===== src/rtl/gin_pkg.sv =====
// Shared types for the GIN tag issuer: FSM state encoding and tagged-word layout.
// Default tag/payload widths come from XID_BITS / YID_BITS / DATA_BITS unless predefined.
`ifndef XID_BITS
`define XID_BITS 4
`endif
`ifndef YID_BITS
`define YID_BITS 4
`endif
`ifndef DATA_BITS
`define DATA_BITS 16
`endif

package gin_pkg;

  typedef enum logic [1:0] {
    ST_IDLE  = 2'd0,
    ST_RUN   = 2'd1,
    ST_DRAIN = 2'd2,
    ST_DONE  = 2'd3
  } gin_issuer_state_e;

  typedef struct packed {
    logic [`YID_BITS-1:0]  ytag;
    logic [`XID_BITS-1:0]  xtag;
    logic [`DATA_BITS-1:0] data;
  } gin_tagged_word_t;

endpackage


===== src/rtl/gin_sync_fifo.sv =====
// Synchronous FIFO, flop storage read at the head pointer; push visible one cycle later.
// Push ignored when full, pop ignored when empty; count exposed for drain detection.
module gin_sync_fifo #(
  parameter int WIDTH = 8,
  parameter int DEPTH = 4
) (
  input  logic                     clk,
  input  logic                     rst,
  input  logic                     push,
  input  logic [WIDTH-1:0]         push_dat,
  input  logic                     pop,
  output logic [WIDTH-1:0]         head_dat,
  output logic                     full,
  output logic                     empty,
  output logic [$clog2(DEPTH):0]   count
);

  localparam int AW = $clog2(DEPTH);

  logic [WIDTH-1:0] mem [DEPTH];
  logic [AW:0]      wr_ptr;
  logic [AW:0]      rd_ptr;

  // Storage is cleared on reset so the head reads zero out of reset.
  always_ff @(posedge clk) begin
    if (rst) begin
      for (int i = 0; i < DEPTH; i++) mem[i] <= '0;
      wr_ptr <= '0;
      rd_ptr <= '0;
    end else begin
      if (push && !full) begin
        mem[wr_ptr[AW-1:0]] <= push_dat;
        wr_ptr              <= wr_ptr + 1'b1;
      end
      if (pop && !empty) rd_ptr <= rd_ptr + 1'b1;
    end
  end

  assign empty    = (wr_ptr == rd_ptr);
  assign full     = (wr_ptr[AW] != rd_ptr[AW]) && (wr_ptr[AW-1:0] == rd_ptr[AW-1:0]);
  assign count    = wr_ptr - rd_ptr;
  assign head_dat = mem[rd_ptr[AW-1:0]];

endmodule


===== src/rtl/gin_tag_issuer.sv =====
// Stamps raster-order (row, col) tags on input words and queues them for the GIN bus; one-cycle in->out latency.
// in_ready drops when the FIFO is full or outside RUN; stall_cnt exists only with GIN_TAG_ISSUER_STATS_EN.
module gin_tag_issuer
  import gin_pkg::*;
#(
  parameter int DEPTH    = 4,
  parameter int XID_SIZE = `XID_BITS,
  parameter int YID_SIZE = `YID_BITS,
  parameter int DATA_W   = `DATA_BITS
) (
  input  logic                clk,
  input  logic                rst,
  input  logic                cfg_valid,
  output logic                cfg_ready,
  input  logic [YID_SIZE-1:0] cfg_row_base,
  input  logic [YID_SIZE-1:0] cfg_row_cnt,
  input  logic [XID_SIZE-1:0] cfg_col_base,
  input  logic [XID_SIZE-1:0] cfg_col_cnt,
  input  logic                in_valid,
  input  logic [DATA_W-1:0]   in_data,
  output logic                in_ready,
  output logic                out_valid,
  output logic [YID_SIZE-1:0] out_tag_y,
  output logic [XID_SIZE-1:0] out_tag_x,
  output logic [DATA_W-1:0]   out_data,
  input  logic                out_ready,
  output logic                done
`ifdef GIN_TAG_ISSUER_STATS_EN
  ,
  output logic [15:0]         stall_cnt
`endif
);

  localparam int TW = YID_SIZE + XID_SIZE + DATA_W;
  localparam int CW = $clog2(DEPTH) + 1;

  gin_issuer_state_e state, state_nxt;

  logic [YID_SIZE-1:0] row_base, row_cnt, row_idx;
  logic [XID_SIZE-1:0] col_base, col_cnt, col_idx;
  logic                cfg_take, accept, pop, last_elem, col_last;
  logic                fifo_full, fifo_empty;
  logic [CW-1:0]       fifo_count;
  logic [TW-1:0]       push_word, head_word;

  assign cfg_ready = (state == ST_IDLE);
  assign cfg_take  = cfg_valid && cfg_ready;
  assign in_ready  = (state == ST_RUN) && !fifo_full;
  assign accept    = in_valid && in_ready;
  assign out_valid = !fifo_empty;
  assign pop       = out_valid && out_ready;
  assign done      = (state == ST_DONE);
  assign col_last  = (col_idx == col_cnt - 1'b1);
  assign last_elem = col_last && (row_idx == row_cnt - 1'b1);

  // Tag sums truncate to the field width, so base+idx wraps modulo 2^width.
  assign push_word = {row_base + row_idx, col_base + col_idx, in_data};
  assign {out_tag_y, out_tag_x, out_data} = head_word;

  always_comb begin
    state_nxt = state;
    case (state)
      ST_IDLE: begin
        if (cfg_take)
          state_nxt = (cfg_row_cnt == '0 || cfg_col_cnt == '0) ? ST_DONE : ST_RUN;
      end
      ST_RUN:   if (accept && last_elem) state_nxt = ST_DRAIN;
      // Leave as the final word is popped so done lands the cycle after the last pop.
      ST_DRAIN: if (fifo_empty || (pop && fifo_count == CW'(1))) state_nxt = ST_DONE;
      ST_DONE:  state_nxt = ST_IDLE;
      default:  state_nxt = ST_IDLE;
    endcase
  end

  always_ff @(posedge clk) begin
    if (rst) begin
      state    <= ST_IDLE;
      row_base <= '0;
      row_cnt  <= '0;
      row_idx  <= '0;
      col_base <= '0;
      col_cnt  <= '0;
      col_idx  <= '0;
    end else begin
      state <= state_nxt;
      if (cfg_take) begin
        row_base <= cfg_row_base;
        row_cnt  <= cfg_row_cnt;
        col_base <= cfg_col_base;
        col_cnt  <= cfg_col_cnt;
        row_idx  <= '0;
        col_idx  <= '0;
      end else if (accept) begin
        if (col_last) begin
          col_idx <= '0;
          row_idx <= row_idx + 1'b1;
        end else begin
          col_idx <= col_idx + 1'b1;
        end
      end
    end
  end

  gin_sync_fifo #(
    .WIDTH (TW),
    .DEPTH (DEPTH)
  ) u_fifo (
    .clk      (clk),
    .rst      (rst),
    .push     (accept),
    .push_dat (push_word),
    .pop      (pop),
    .head_dat (head_word),
    .full     (fifo_full),
    .empty    (fifo_empty),
    .count    (fifo_count)
  );

`ifdef GIN_TAG_ISSUER_STATS_EN
  always_ff @(posedge clk) begin
    if (rst || cfg_take)
      stall_cnt <= '0;
    else if (out_valid && !out_ready && stall_cnt != 16'hFFFF)
      stall_cnt <= stall_cnt + 1'b1;
  end
`endif

endmodule


===== config.mk =====
export PLATFORM = sky130hd
export DESIGN_NAME = gin_tag_issuer
export DESIGN_NICKNAME = d
export VERILOG_FILES = /design/src/rtl/gin_pkg.sv /design/src/rtl/gin_sync_fifo.sv /design/src/rtl/gin_tag_issuer.sv
export SDC_FILE = /design/constraint.sdc
export NUM_CORES = 1
export LEC_CHECK = 0
export ABC_AREA = 0
export CAP_MARGIN = 40
export CELL_PAD_IN_SITES_DETAIL_PLACEMENT = 1
export CELL_PAD_IN_SITES_GLOBAL_PLACEMENT = 1
export CORE_MARGIN = 10
export CORE_UTILIZATION = 44
export CTS_BUF_LIST = sky130_fd_sc_hd__clkbuf_8
export CTS_CLUSTER_SIZE = 28
export DETAILED_ROUTE_END_ITERATION = 7
export PLACE_DENSITY = 0.8
export REMOVE_ABC_BUFFERS = 1
export SYNTH_ARGS = -nofsm -noshare
export SYNTH_HDL_FRONTEND = slang
export SYNTH_HIERARCHICAL = 1
export SYNTH_SLANG_ARGS = --single-unit

===== constraint.sdc =====
create_clock -name clk -period 3.8 [get_ports clk]
set_clock_uncertainty 0.15 [all_clocks]
set_input_delay 0.95 -clock clk [delete_from_list [all_inputs] [get_ports clk]]
set_output_delay 0.95 -clock clk [all_outputs]
set_load 0.02 [all_outputs]

==> results of run 1 <==
where the power goes:
| group | total, uW | switching [uW] | internal [uW] |
|---|---|---|---|
| registers | 1730 | 82.2 | 1650 |
| logic | 932 | 512 | 420 |
| clock network | 1220 | 525 | 698 |
cells in the mapped netlist, types with 2 or more instances:
master                      number
sky130_fd_sc_hd__mux2i_1         3
sky130_fd_sc_hd__a21oi_1        20
sky130_fd_sc_hd__nor2_1         12
sky130_fd_sc_hd__nand3_1         3
sky130_fd_sc_hd__dfxtp_1        34
sky130_fd_sc_hd__a31oi_1         2
sky130_fd_sc_hd__and3_1         25
sky130_fd_sc_hd__mux4_2         24
sky130_fd_sc_hd__nand2_1        41
sky130_fd_sc_hd__o311ai_0        2
sky130_fd_sc_hd__xnor2_1        18
sky130_fd_sc_hd__buf_6           7
sky130_fd_sc_hd__edfxtp_1       96
sky130_fd_sc_hd__or3_1           5
sky130_fd_sc_hd__inv_1          21
sky130_fd_sc_hd__ha_1           18
sky130_fd_sc_hd__a21o_1          2
sky130_fd_sc_hd__or2_1           4
sky130_fd_sc_hd__xor2_1          6
sky130_fd_sc_hd__nand4_1         2
sky130_fd_sc_hd__nor3b_1         2
sky130_fd_sc_hd__fa_1            3
sky130_fd_sc_hd__nand2b_1        5
sky130_fd_sc_hd__nor2b_1         4
sky130_fd_sc_hd__and2_1         73
sky130_fd_sc_hd__buf_2           7
sky130_fd_sc_hd__or4_1           2
sky130_fd_sc_hd__a2111oi_4       3
sky130_fd_sc_hd__nand4b_1        4
sky130_fd_sc_hd__o32a_1          2
sky130_fd_sc_hd__nor3_1          5
sky130_fd_sc_hd__clkbuf_1       10
flip-flops by register name, summed over array words and instances (netlist names), named ones only:
name / cells
row_base: 4
col_base: 4
u_fifo/rd_ptr: 3
state: 2
u_fifo/wr_ptr: 3
u_fifo/mem: 96
col_cnt: 4
row_cnt: 4
row_idx: 4
col_idx: 4
per-layer routing:
layer / global-route usage [%] / part of all wire [%] / up-vias
li1: - / - / 1881
met1: 18.11 / 44 / 1998
met2: 26.16 / 50 / 88
met3: 4.023 / 4.2 / 22
met4: 5.054 / 1.5 / 0
met5: 0 / 0 / -
worst min-delay path by stage:
stage / startpoint / end / slack (ns) / depth (start not counted)
detailed placement: col_base[2]$_SDFFE_PP0P_ / col_base[2]$_SDFFE_PP0P_ / 0.30 / 2
CTS: col_base[2]$_SDFFE_PP0P_ / col_base[2]$_SDFFE_PP0P_ / 0.32 / 2
finish: col_base[2]$_SDFFE_PP0P_ / col_base[2]$_SDFFE_PP0P_ / 0.32 / 2
floorplan: col_base[0]$_SDFFE_PP0P_ / col_base[0]$_SDFFE_PP0P_ / 0.28 / 2
global placement: col_base[2]$_SDFFE_PP0P_ / col_base[2]$_SDFFE_PP0P_ / 0.30 / 2
global route: col_base[2]$_SDFFE_PP0P_ / col_base[2]$_SDFFE_PP0P_ / 0.34 / 2
logic make-up (layout without fill, tap and decap cells):
logic type               after synthesis  in the layout  share of synthesized area [%]
adder cells (fa/ha/maj)               21             21                          4.493
flip-flops                           130            130                          56.12
AO/OA/AOI/OAI                         37             37                          4.847
multiplexers                          27             27                          8.985
AND/OR/NAND/NOR                      196            196                          17.71
buffers and inverters                 47            130                          3.744
XOR/XNOR                              26             26                          4.099
cell type report:
type | count | area, um2
clock buffer | 17 | 234.0
clock inverter | 14 | 172.7
fill | 1431 | 6371
inverter | 22 | 82.58
multi-input combinational | 307 | 2549
sequential | 130 | 3566
tap | 180 | 225.2
timing repair buffer | 77 | 788.3
stage by stage:
| step | total power (uW) | instances | hold slack, ns |
|---|---|---|---|
| 6_report | 3887 | 747 | 0.3151 |
| 5_1_grt | 4089 | 747 | 0.3413 |
| 3_3_place_gp | 2670 | 716 | 0.3045 |
| 3_5_place_dp | 2711 | 716 | 0.3046 |
| 2_1_floorplan | 2319 | 459 | 0.2846 |
| 4_1_cts | 3939 | 747 | 0.3172 |
worst max-delay path: stages, from the launching register on:
cell                              delay [ns]
sky130_fd_sc_hd__dfxtp_2                0.43
sky130_fd_sc_hd__inv_1                  0.12
sky130_fd_sc_hd__ha_1                   0.39
sky130_fd_sc_hd__and2_4                 0.24
sky130_fd_sc_hd__nand2_4                0.09
sky130_fd_sc_hd__inv_2                  0.04
sky130_fd_sc_hd__nor2b_1                0.10
sky130_fd_sc_hd__clkdlybuf4s50_1        0.62
timing repair:
item / CTS / global route
hold endpoints to repair: 0 / 0
resized for setup: 0 / 1
hold buffers: 0 / 0
endpoints found under the setup margin: 0 / 1
==> impl.org, run 1 <==
** Status
- The flow ran to the end, and the final reports show no timing, DRC or antenna violations.

** Place
- Pre-CTS setup slack :: around 0.55 ns
- HPWL after detailed placement :: between 9 and 10 mm
- Buffers placed on the I/O ports in this run total between 60 and 70.
- Summing all placed instances gives a cell area of between 7000 and 8000 um2.
- The congestion estimate from routability-driven global placement came to roughly 0.78.

** Timing
- Worst max-slew margin expressed relative to the limit :: 60.30%
- Number of hold violations in the final report :: 0
- The number of max-slew violations in the final report is 0.
- Number of setup violations in the final report :: 0
- Sum Neg Setup Slack :: 0 ns
- For this run, the top clock speed supported by timing is 280.8 MHz.
- Share of the clock period used by the worst path :: between 90% and 100%
- In the post-route analysis, the smallest setup slack over all paths is ~0.24 ns.
- Transition time at the pin with the least slew margin :: 0.5940 ns
- Setup repair after global routing missed its margin :: false
- For the finished layout, the period the worst path requires is 3.561 ns.

** Yosys
- Post-synthesis instance area :: between 6000 and 7000 um2
- Sorting the synthesized cells by area gives the leading types as sky130_fd_sc_hd__edfxtp_1, sky130_fd_sc_hd__dfxtp_1, sky130_fd_sc_hd__mux4_2, sky130_fd_sc_hd__and2_1, sky130_fd_sc_hd__ha_1.
- Area leader, netlist :: sky130_fd_sc_hd__edfxtp_1
- Counting flops with a built-in enable in the synthesized netlist gives between 90 and 100.
- Yosys printed 6 warnings.
- Area fraction of the dominant cell type after synthesis :: 45.40%
- In the synthesized netlist the dominant register cell turns out to be sky130_fd_sc_hd__edfxtp_1.
- For this run, the register share of the synthesized area comes to between 50% and 60%.
- Synthesis-stage register bit count :: 130
- A synthesized cell averages roughly 13 um2.
- In this run, distinct cell masters in the synthesized netlist total ~50.
- Synthesis produced 484 cells.
- For this run, asynchronously set or reset flops after synthesis account for 0%.

** Setup path
- Following the worst setup path forward leads to its endpoint at in_ready.
- Required time at the worst-slack endpoint :: 2.70 ns
- By startpoint and endpoint, the worst setup path is classified as flip-flop to primary output.
- Max Fanout on Critical Path :: 12
- Nature of the critical path startpoint :: flip-flop
- Worst r2r src :: u_fifo/wr_ptr[0]$_SDFFE_PP0P_
- The worst register-to-register path ends at u_fifo/mem[1][12]$_SDFFCE_PN0P_.
- The most critical setup path has its startpoint at u_fifo/wr_ptr[0]$_SDFFE_PP0P_.
- Across all register-to-register paths, the minimum setup slack is 0.79 ns.
- The worst register-to-register path has a depth of 10.
- For the worst setup path, the data arrival time is roughly 2.5 ns.
- STA classifies the critical path endpoint as a primary output.

** GRT
- Global-route usage over all layers :: 15.24%
- The number of antenna violations at the first check in global routing was 0.
- Entering global routing, the biggest net connects 45 pins.
- The number of global-route vias before repair came to between 4,000 and 5,000.
- The first global-routing pass estimated 23.84 mm of wire.
- For this run the aggregate overflow at the end of global routing stands at 0.

** Final layout
- Finished Cell Area :: between 7000 and 8000 um2
- The number of antenna diodes in the final layout is 0.
- Measured on the finished design, the core utilization comes to a little over half.
- Commonest non-fill, non-tap cell in the layout :: sky130_fd_sc_hd__edfxtp_1
- In the layout the commonest cells are sky130_fd_sc_hd__edfxtp_1, sky130_fd_sc_hd__and2_1, sky130_fd_sc_hd__clkdlybuf4s50_1, sky130_fd_sc_hd__nand2_1, sky130_fd_sc_hd__dfxtp_1.
- Layout-stage area growth over the synthesis result :: 19.96%
- At the end of the flow, the number of nets in the layout was around 610.
- Share of post-route cells with drive strength above 1 :: roughly 14%

** CTS
- Buffers from clock root to sink, at most :: 2
- CTS root buf :: sky130_fd_sc_hd__clkbuf_8
- CTS tree :: built
- Buffers inserted by post-CTS timing repair :: 0
- For the worst-skew pair, the clock arrives at the later sink with an insertion delay of roughly 0.44 ns.
- After clock tree synthesis, the clock-pin slew on the worst setup and hold paths is around 0.070 ns.
- Clock tree synthesis inserted a total of 17 buffers.
- The H-tree generated during clock tree synthesis spans 4 levels.
- For this design, the sink count on the clock tree is 130.

** Detailed routing
- DRT Pass-1 Iters :: 6
- After detailed routing, the total wire length is approximately 15 mm.
- Iteration-0 DRC Markers :: 237
- Remaining DRCs :: 0
- Average wire per standard cell :: just under 20 um
- The detailed router placed approximately 4,000 vias in this run.
- Post-route ant nets :: 0
- After detailed routing, the number of vias per cell comes to roughly 5.3.

** Job
- Max-cap violations in this run came to 0.

** Floorplanning
- Measured along the x axis, the die boundary spans about 140 um.
- The floorplan step defined a die boundary enclosing 19,640 um2.
- The die is about 140 um tall.
- In this run the core area contains 43 standard-cell rows.
- The total area inside the core boundary comes to around 14,000 um2.
- Initial cell density of the core :: approximately 45%
- Ports :: 65

** Pwr
- The worst-case IR drop observed on VDD is 0.2781 mV.
- For this design the ratio of total power to cell area is 510.3 nW/um2.
- Cell leakage power :: around 0.0029 uW

** Min path
- The tightest min-delay check is of the flip-flop to flip-flop type.
Power figures use the tool's default switching activity.
==> run 2, diff against run 1 <==
--- a/config.mk
+++ b/config.mk
@@ -10,13 +10,12 @@
 export CELL_PAD_IN_SITES_DETAIL_PLACEMENT = 1
 export CELL_PAD_IN_SITES_GLOBAL_PLACEMENT = 1
 export CORE_MARGIN = 10
-export CORE_UTILIZATION = 44
+export CORE_UTILIZATION = 43
 export CTS_BUF_LIST = sky130_fd_sc_hd__clkbuf_8
 export CTS_CLUSTER_SIZE = 28
 export DETAILED_ROUTE_END_ITERATION = 7
-export PLACE_DENSITY = 0.8
+export PLACE_DENSITY = 0.79
 export REMOVE_ABC_BUFFERS = 1
 export SYNTH_ARGS = -nofsm -noshare
 export SYNTH_HDL_FRONTEND = slang
-export SYNTH_HIERARCHICAL = 1
 export SYNTH_SLANG_ARGS = --single-unit
==> impl.org, run 2 <==
** Status
- The flow ran to the end, and the final reports show no timing, DRC or antenna violations.

** CTS
- In this run the deepest clock path goes through 2 buffers.
- The number of clock buffers added by TritonCTS is 17.
- Clock edge transition at the registers on the reported setup and hold paths :: around 0.07 ns
- Resized Gates After CTS :: 0
- Buffers inserted by post-CTS timing repair :: 0
- The clock tree synthesis step divided the H-tree into 4 levels.
- For this design, the sink count on the clock tree is between 100 and 150.
- In this run, post-CTS hold repair placed 0 buffers.
- Insertion delay to the later sink of the worst-skew pair :: between 0.4 and 0.5 ns
- CTS tree :: built
- CTS root buf :: sky130_fd_sc_hd__clkbuf_8

** Timing
- Setup repair after global routing left no endpoint under its margin.
- Sum Neg Setup Slack :: 0 ns
- Worst max-slew margin expressed relative to the limit :: 53.58%
- Timing would allow up to 291.3 MHz.
- Number of setup violations in the final report :: 0
- Transition time at the pin with the least slew margin :: 0.6899 ns
- Final number of max-transition violations :: 0
- Min Tclk post-route :: between 3 and 4 ns
- Share of the clock period used by the worst path :: 90.35%
- The final-report hold violation count is 0.

** Setup path
- The startpoint identified for the worst register-to-register timing path is u_fifo.wr_ptr[0]$_SDFFE_PP0P_.
- The critical path in this run is classified as flip-flop to primary output.
- Standard cell with the maximum stage delay on the critical path :: sky130_fd_sc_hd__clkdlybuf4s50_1
- STA classifies the critical path startpoint as a flip-flop.
- STA classifies the critical path endpoint as a primary output.
- Critical path's largest stage delay :: 0.66 ns
- End of the worst register-to-register path :: u_fifo.mem[1][4]$_SDFFCE_PN0P_
- Reg-to-reg slack, setup :: 1.00 ns
- STA puts the critical path data arrival time at approximately 2.3 ns.
- The signal on the critical path passes through inv_1 -> ha_1 -> nand3_1 -> clkdlybuf4s50_1.
- Of all nets on the critical path, the largest fanout is 7.
- For the worst setup path, the data required time is roughly 2.7 ns.
- The worst register-to-register path has a depth of 7.

** Yosys
- Area leader, netlist :: sky130_fd_sc_hd__edfxtp_1
- Synthesis-stage register bit count :: 130
- Gate count after technology mapping :: around 460
- The commonest cells after synthesis are sky130_fd_sc_hd__edfxtp_1, sky130_fd_sc_hd__and2_1, sky130_fd_sc_hd__nand2_1, sky130_fd_sc_hd__nor2_1, sky130_fd_sc_hd__dfxtp_1.
- Post-synthesis async set-or-reset flop share :: 0%
- sky130_fd_sc_hd__edfxtp_1 is the most common cell in the netlist.
- Post-synth EDFFs :: 96
- Post-synthesis instance area :: just over 6000 um2
- Avg Synthesized Cell Area :: approximately 13 um2
- After synthesis, the largest area contributor takes up a little under half of total cell area.
- Post-synth top flop :: sky130_fd_sc_hd__edfxtp_1
- Number of unique standard cell types used by synthesis :: 35
- Ranked by total cell area, the synthesized netlist is headed by sky130_fd_sc_hd__edfxtp_1, sky130_fd_sc_hd__dfxtp_1, sky130_fd_sc_hd__mux4_2, sky130_fd_sc_hd__and2_1, sky130_fd_sc_hd__ha_1.
- Synthesis warning total :: 0
- For this run, the register share of the synthesized area comes to 58.99%.

** Place
- Summed over all nets, the half-perimeter wirelength after detailed placement is about 9.8 mm.
- The congestion estimate from routability-driven global placement came to 0.7648.
- Count of buffers inserted at the top-level ports :: 64
- Including well taps, the total number of placed cells is ~700.

** Floorplanning
- For this configuration, the core starts out at a cell density of 43.69%.
- Full die area :: around 19,000 um2
- FP Rows :: 43
- The die is 138.5 um wide.
- Ports :: 65
- CORE AREA :: 13,830 um2
- The die is around 140 um tall.

** Min path
- Along the worst hold path, the cell count comes to 2.
- Startpoint of the worst hold path :: col_base[3]$_SDFFE_PP0P_
- Worst-case hold path end point :: col_base[3]$_SDFFE_PP0P_
- Tightest Hold Check Type :: flip-flop to flip-flop

** Final layout
- Cells fill a little over half of the core in the end.
- Commonest cells after routing, fill and taps aside :: sky130_fd_sc_hd__edfxtp_1, sky130_fd_sc_hd__and2_1, sky130_fd_sc_hd__clkdlybuf4s50_1, sky130_fd_sc_hd__nand2_1, sky130_fd_sc_hd__nor2_1
- Count of fill cells added during filler insertion :: 1,421
- Share of post-route cells with drive strength above 1 :: 12.89%
- Max reg flops :: 96
- The library cell used most frequently in the layout, excluding fill and tap cells, is sky130_fd_sc_hd__edfxtp_1.
- Post-layout instance count excluding filler cells :: 731
- The repair_antennas step left the layout with diodes totalling 0.
- Ranked by flip-flop count, first place goes to u_fifo.mem.
- For this run, the post-layout net count is between 500 and 600.
- From synthesis to final layout, the design area changed by 21.31%.

** Detailed routing
- For this block, the initial DRC count from the detailed router was ~160.
- Before antenna repair, the detailed router went through 4 iterations.
- Post-route ant nets :: 0
- For this block, the via count after detailed routing is around 3,900.
- After detailed routing, the number of remaining DRC violations is 0.
- Average wire per standard cell :: 19.79 um
- Using the TritonRoute via totals, the vias-per-cell ratio works out to approximately 5.3.
- For this block, the routed nets add up to between 10 and 15 mm of wire.

** GRT
- The first global-routing pass estimated 23.71 mm of wire.
- Overflow left after global routing :: 0
- The number of global-route vias before repair was 4,314.
- In the global route stage, overall resource usage came out at approximately 15%.
- Entering global routing, the biggest net connects 32 pins.
- The number of antenna violations at the first check in global routing was 0.

** Pwr
- Cell leakage power :: 0.002704 uW
- Peak supply drop :: approximately 0.36 mV
- PwrDens :: approximately 560 nW/um2

** Job
- Max-cap violations in this run came to 0.
## run 2: changes by cell type in the layout (fill, tap and decap cells not counted), moves of 3 or more
cell,before,now
sky130_fd_sc_hd__buf_4,9,13
sky130_fd_sc_hd__inv_1,23,12
sky130_fd_sc_hd__or2_1,4,1
sky130_fd_sc_hd__nor3_2,0,3
sky130_fd_sc_hd__nand3_1,3,8
sky130_fd_sc_hd__and2_1,73,81
sky130_fd_sc_hd__nand2_1,41,38
sky130_fd_sc_hd__nand4_1,2,6
sky130_fd_sc_hd__a2111oi_4,3,0
sky130_fd_sc_hd__buf_12,4,1
sky130_fd_sc_hd__or3_1,5,0
sky130_fd_sc_hd__nand4b_1,4,0
sky130_fd_sc_hd__and3_1,25,2
sky130_fd_sc_hd__nor2_1,12,38
## run 2: report_power, final
group,switching [uW],total [uW],internal [uW]
sequential,88.3,1740,1650
clock,531,1230,697
combinational,598,1130,530
## run 2: worst max path at each step
stage	cells past startpoint	endpoint	start
global placement	7	u_fifo.mem[1][13]$_SDFFCE_PN0P_	in_valid
CTS	3	out_tag_x[3]	flip-flop
global route	4	in_ready	u_fifo.wr_ptr[0]$_SDFFE_PP0P_
detailed placement	7	u_fifo.mem[1][13]$_SDFFCE_PN0P_	in_valid
floorplan	5	u_fifo.mem[0][0]$_SDFFCE_PN0P_	in_valid
finish	4	out_valid	u_fifo.wr_ptr[0]$_SDFFE_PP0P_
## run 2: logic make-up (layout without fill, tap and decap cells)
logic type	Yosys count	count (layout)	synth area share, %
AND/OR/NAND/NOR	194	194	16.94
flip-flops	130	130	58.99
buffers and inverters	33	120	2.361
AO/OA/AOI/OAI	29	29	2.920
XOR/XNOR	29	29	4.453
multiplexers	28	28	9.611
adder cells (fa/ha/maj)	21	21	4.723
## run 2: stage by stage
step                      total power, uW  instance area [um2]  hold slack (ns)  setup WS [ns]
after floorplan                      2435                 5936           0.2846        0.05687
after global placement               2864                 6920           0.3011         0.6330
after detailed placement             2914                 6920           0.3155         0.5483
after CTS                            4144                 7328           0.3255         0.3138
after global routing                 4300                 7328           0.3474         0.1851
final                                4096                 7328           0.3216         0.3668
## run 2: cell type report
cell class	count	area (um2)	area share (%)
Tap cell	180	225.2	3.073
Clock buffer	17	234.0	3.193
Sequential cell	130	3565	48.64
Clock inverter	15	173.9	2.373
Timing Repair Buffer	78	758.2	10.35
Inverter	10	37.54	0.5122
Multi-Input combinational cell	301	2335	31.86
## run 2: critical path: cells and delay by family (launching register included)
| family | cells | cell delay (ns) |
|---|---|---|
| fa+ha+maj | 1 | 0.38 |
| simple gates | 1 | 0.21 |
| flops | 1 | 0.49 |
| buf+inv | 2 | 0.82 |
## run 2: layer usage
metal | up-vias | GRT usage [%] | share of wire, %
met4 | 0 | 5.716 | 1.7
met3 | 19 | 4.041 | 4.1
met5 | - | 0 | 0
li1 | 1790 | - | -
met1 | 1973 | 17.61 | 42
met2 | 91 | 26.98 | 52
==> run 3, diff against run 2 <==
--- a/config.mk
+++ b/config.mk
@@ -14,6 +14,7 @@
 export CTS_BUF_LIST = sky130_fd_sc_hd__clkbuf_8
 export CTS_CLUSTER_SIZE = 28
 export DETAILED_ROUTE_END_ITERATION = 7
+export MAX_ROUTING_LAYER = met4
 export PLACE_DENSITY = 0.79
 export REMOVE_ABC_BUFFERS = 1
 export SYNTH_ARGS = -nofsm -noshare
==> impl.org, run 3 (same netlist as run 2, synthesis figures left out) <==
** Pwr
- Cell leakage power :: 0.002704 uW
- IR analysis of the VDD net gives a maximum drop of approximately 0.37 mV.
- Power spread over the standard cell area amounts to approximately 560 nW/um2.

** Detailed routing
- Total routed wirelength :: ~15 mm
- In the final routing, the length of wire on met1 measures ~6.2 mm.
- The highest metal layer carrying signal wires in the routed design is met4.
- Dividing the detail-routed wire length by the instance count gives ~20 um.
- Using the TritonRoute via totals, the vias-per-cell ratio works out to about 5.3.
- Wire segments on met3 add up to approximately 520 um in the final route.
- Vias post-DR :: 3,840
- Post-route ant nets :: 0
- In the routed design, unresolved DRC markers number 0.
- DRT Pass-1 Iters :: 4
- For this block, the initial DRC count from the detailed router was about 170.
- Wire segments on met2 add up to 7.577 mm in the final route.

** Min path
- The min-delay analysis places its worst path in the category flip-flop to flip-flop.

** Floorplanning
- Measured along the y axis, the die boundary spans approximately 140 um.
- Full die area :: approximately 19,000 um2
- CORE AREA :: approximately 14,000 um2
- From left edge to right edge, the die measures ~140 um.
- 65 I/O pins were placed.
- Once the floorplan was initialized, standard cells occupied 43.69% of the core.
- FP Rows :: 43

** Timing
- Timing would allow up to ~290 MHz.
- Setup repair after global routing left no endpoint under its margin.
- Number of hold violations in the final report :: 0
- Transition time at the pin with the least slew margin :: 0.6958 ns
- After routing, the total negative slack on setup checks comes to 0 ns.
- The number of max-slew violations in the final report is 0.
- Setup violations remaining at the end of the flow were counted as 0.
- Of the available clock period, the critical path in the final layout requires roughly 91%.
- Measured against its own limit, the worst slew margin works out to 53.18%.
- Min Tclk post-route :: ~3.4 ns

** GRT
- Wire length of the first global-routing pass :: ~24 mm
- Number of global-route vias before repair :: 4,318
- Global routing consumed, over all layers together, approximately 16% of the routing resources.
- Initial antenna violation count :: 0
- Maximum number of pins on one net before global-route repair :: 32
- Summed over all layers, the global routing overflow is 0.

** Final layout
- At the end of the flow, the number of nets in the layout was between 500 and 600.
- Layout-stage area growth over the synthesis result :: 21.31%
- Counting flops per register, the top entry is u_fifo.mem.
- The library cell used most frequently in the layout, excluding fill and tap cells, is sky130_fd_sc_hd__edfxtp_1.
- Finished Cell Area :: ~7300 um2
- 0 antenna diodes ended up in the layout.
- Cells with a size suffix above 1 make up between 10% and 20% of the layout.
- Max reg flops :: 96
- Commonest cells after routing, fill and taps aside :: sky130_fd_sc_hd__edfxtp_1, sky130_fd_sc_hd__and2_1, sky130_fd_sc_hd__clkdlybuf4s50_1, sky130_fd_sc_hd__nand2_1, sky130_fd_sc_hd__nor2_1

** CTS
- CTS hold repair buffers :: 0
- The longest clock path from root to sink contains 2 buffers.
- TritonCTS built the clock tree.
- Resized Gates After CTS :: 0
- The clock reaches the later pin of the worst-skew pair after 0.45 ns.
- TritonCTS created 17 clock buffers.
- Post-CTS timing repair inserted 0 buffers for setup.
- CTS root buf :: sky130_fd_sc_hd__clkbuf_8
- Clock edge transition at the registers on the reported setup and hold paths :: 0.07 ns
- TritonCTS sink count :: 130
- In this run the number of H-tree levels came out at 4.

** Setup path
- Along the worst path, the maximum fanout reaches 7.
- The worst setup path is captured at a primary output.
- Required time at the worst-slack endpoint :: between 2 and 3 ns
- Arrival @ worst endpoint :: about 2.4 ns
- The worst setup path is launched from a flip-flop.
- The critical path is of the flip-flop to primary output type.
- The worst register-to-register path has a setup slack of 0.95 ns.

** Place
- Count of buffers inserted at the top-level ports :: 64
- HPWL after detailed placement :: 9.809 mm
- Routability-driven placement finished with a final weighted congestion of 0.7749.
- Placed Area :: 6920 um2

** Job
- Max-cap violations in this run came to 0.

** Status
- Result of the run :: completed
[run 3: cell counts in the layout (fill, tap and decap cells not counted)]
No cell type changed its count.
[run 3: metrics by stage]
step	utilization (%)	instances	setup slack [ns]	hold slack [ns]	total power, uW
global placement	50.05	699	0.6330	0.3011	2864
CTS	53.00	731	0.3138	0.3255	4144
detailed placement	50.05	699	0.5483	0.3155	2914
finish	53.00	731	0.3517	0.3210	4100
global route	53.00	731	0.1890	0.3474	4300
floorplan	-	441	0.05687	0.2846	2435
[run 3: path summary, 6_finish.rpt]
path	to	startpoint	cells past startpoint
setup reg to reg	u_fifo.mem[1][21]$_SDFFCE_PN0P_	u_fifo.wr_ptr[0]$_SDFFE_PP0P_	7
setup / recovery	out_valid	u_fifo.wr_ptr[0]$_SDFFE_PP0P_	4
hold / removal	row_cnt[3]$_SDFFE_PP0P_	row_cnt[3]$_SDFFE_PP0P_	2
hold reg to reg	row_cnt[3]$_SDFFE_PP0P_	row_cnt[3]$_SDFFE_PP0P_	2
[run 3: layout make-up]
cell class | count | area (um2)
Fill cell | 1421 | 6499
Multi-Input combinational cell | 301 | 2335
Timing Repair Buffer | 78 | 758.2
Tap cell | 180 | 225.2
Sequential cell | 130 | 3565
Clock inverter | 15 | 173.9
Inverter | 10 | 37.54
Clock buffer | 17 | 234.0
[run 3: worst max-delay path, stage by stage, from the launching register on]
cell and delay (ns):
sky130_fd_sc_hd__dfxtp_1 0.50, sky130_fd_sc_hd__inv_1 0.16, sky130_fd_sc_hd__ha_1 0.38, sky130_fd_sc_hd__nand3_1 0.21, sky130_fd_sc_hd__clkdlybuf4s50_1 0.66
[run 3: power breakdown]
group	internal, uW	total [uW]	switching [uW]
clock	697	1230	536
sequential	1650	1740	88.2
combinational	530	1130	598
total	2880	4100	1220
[run 3: layer usage]
metal  vias up  global-route usage, %
li1       1794                      -
met2        87                  26.96
met5         -                      -
met4         0                  5.716
met3        18                  3.767
met1      1941                  17.80
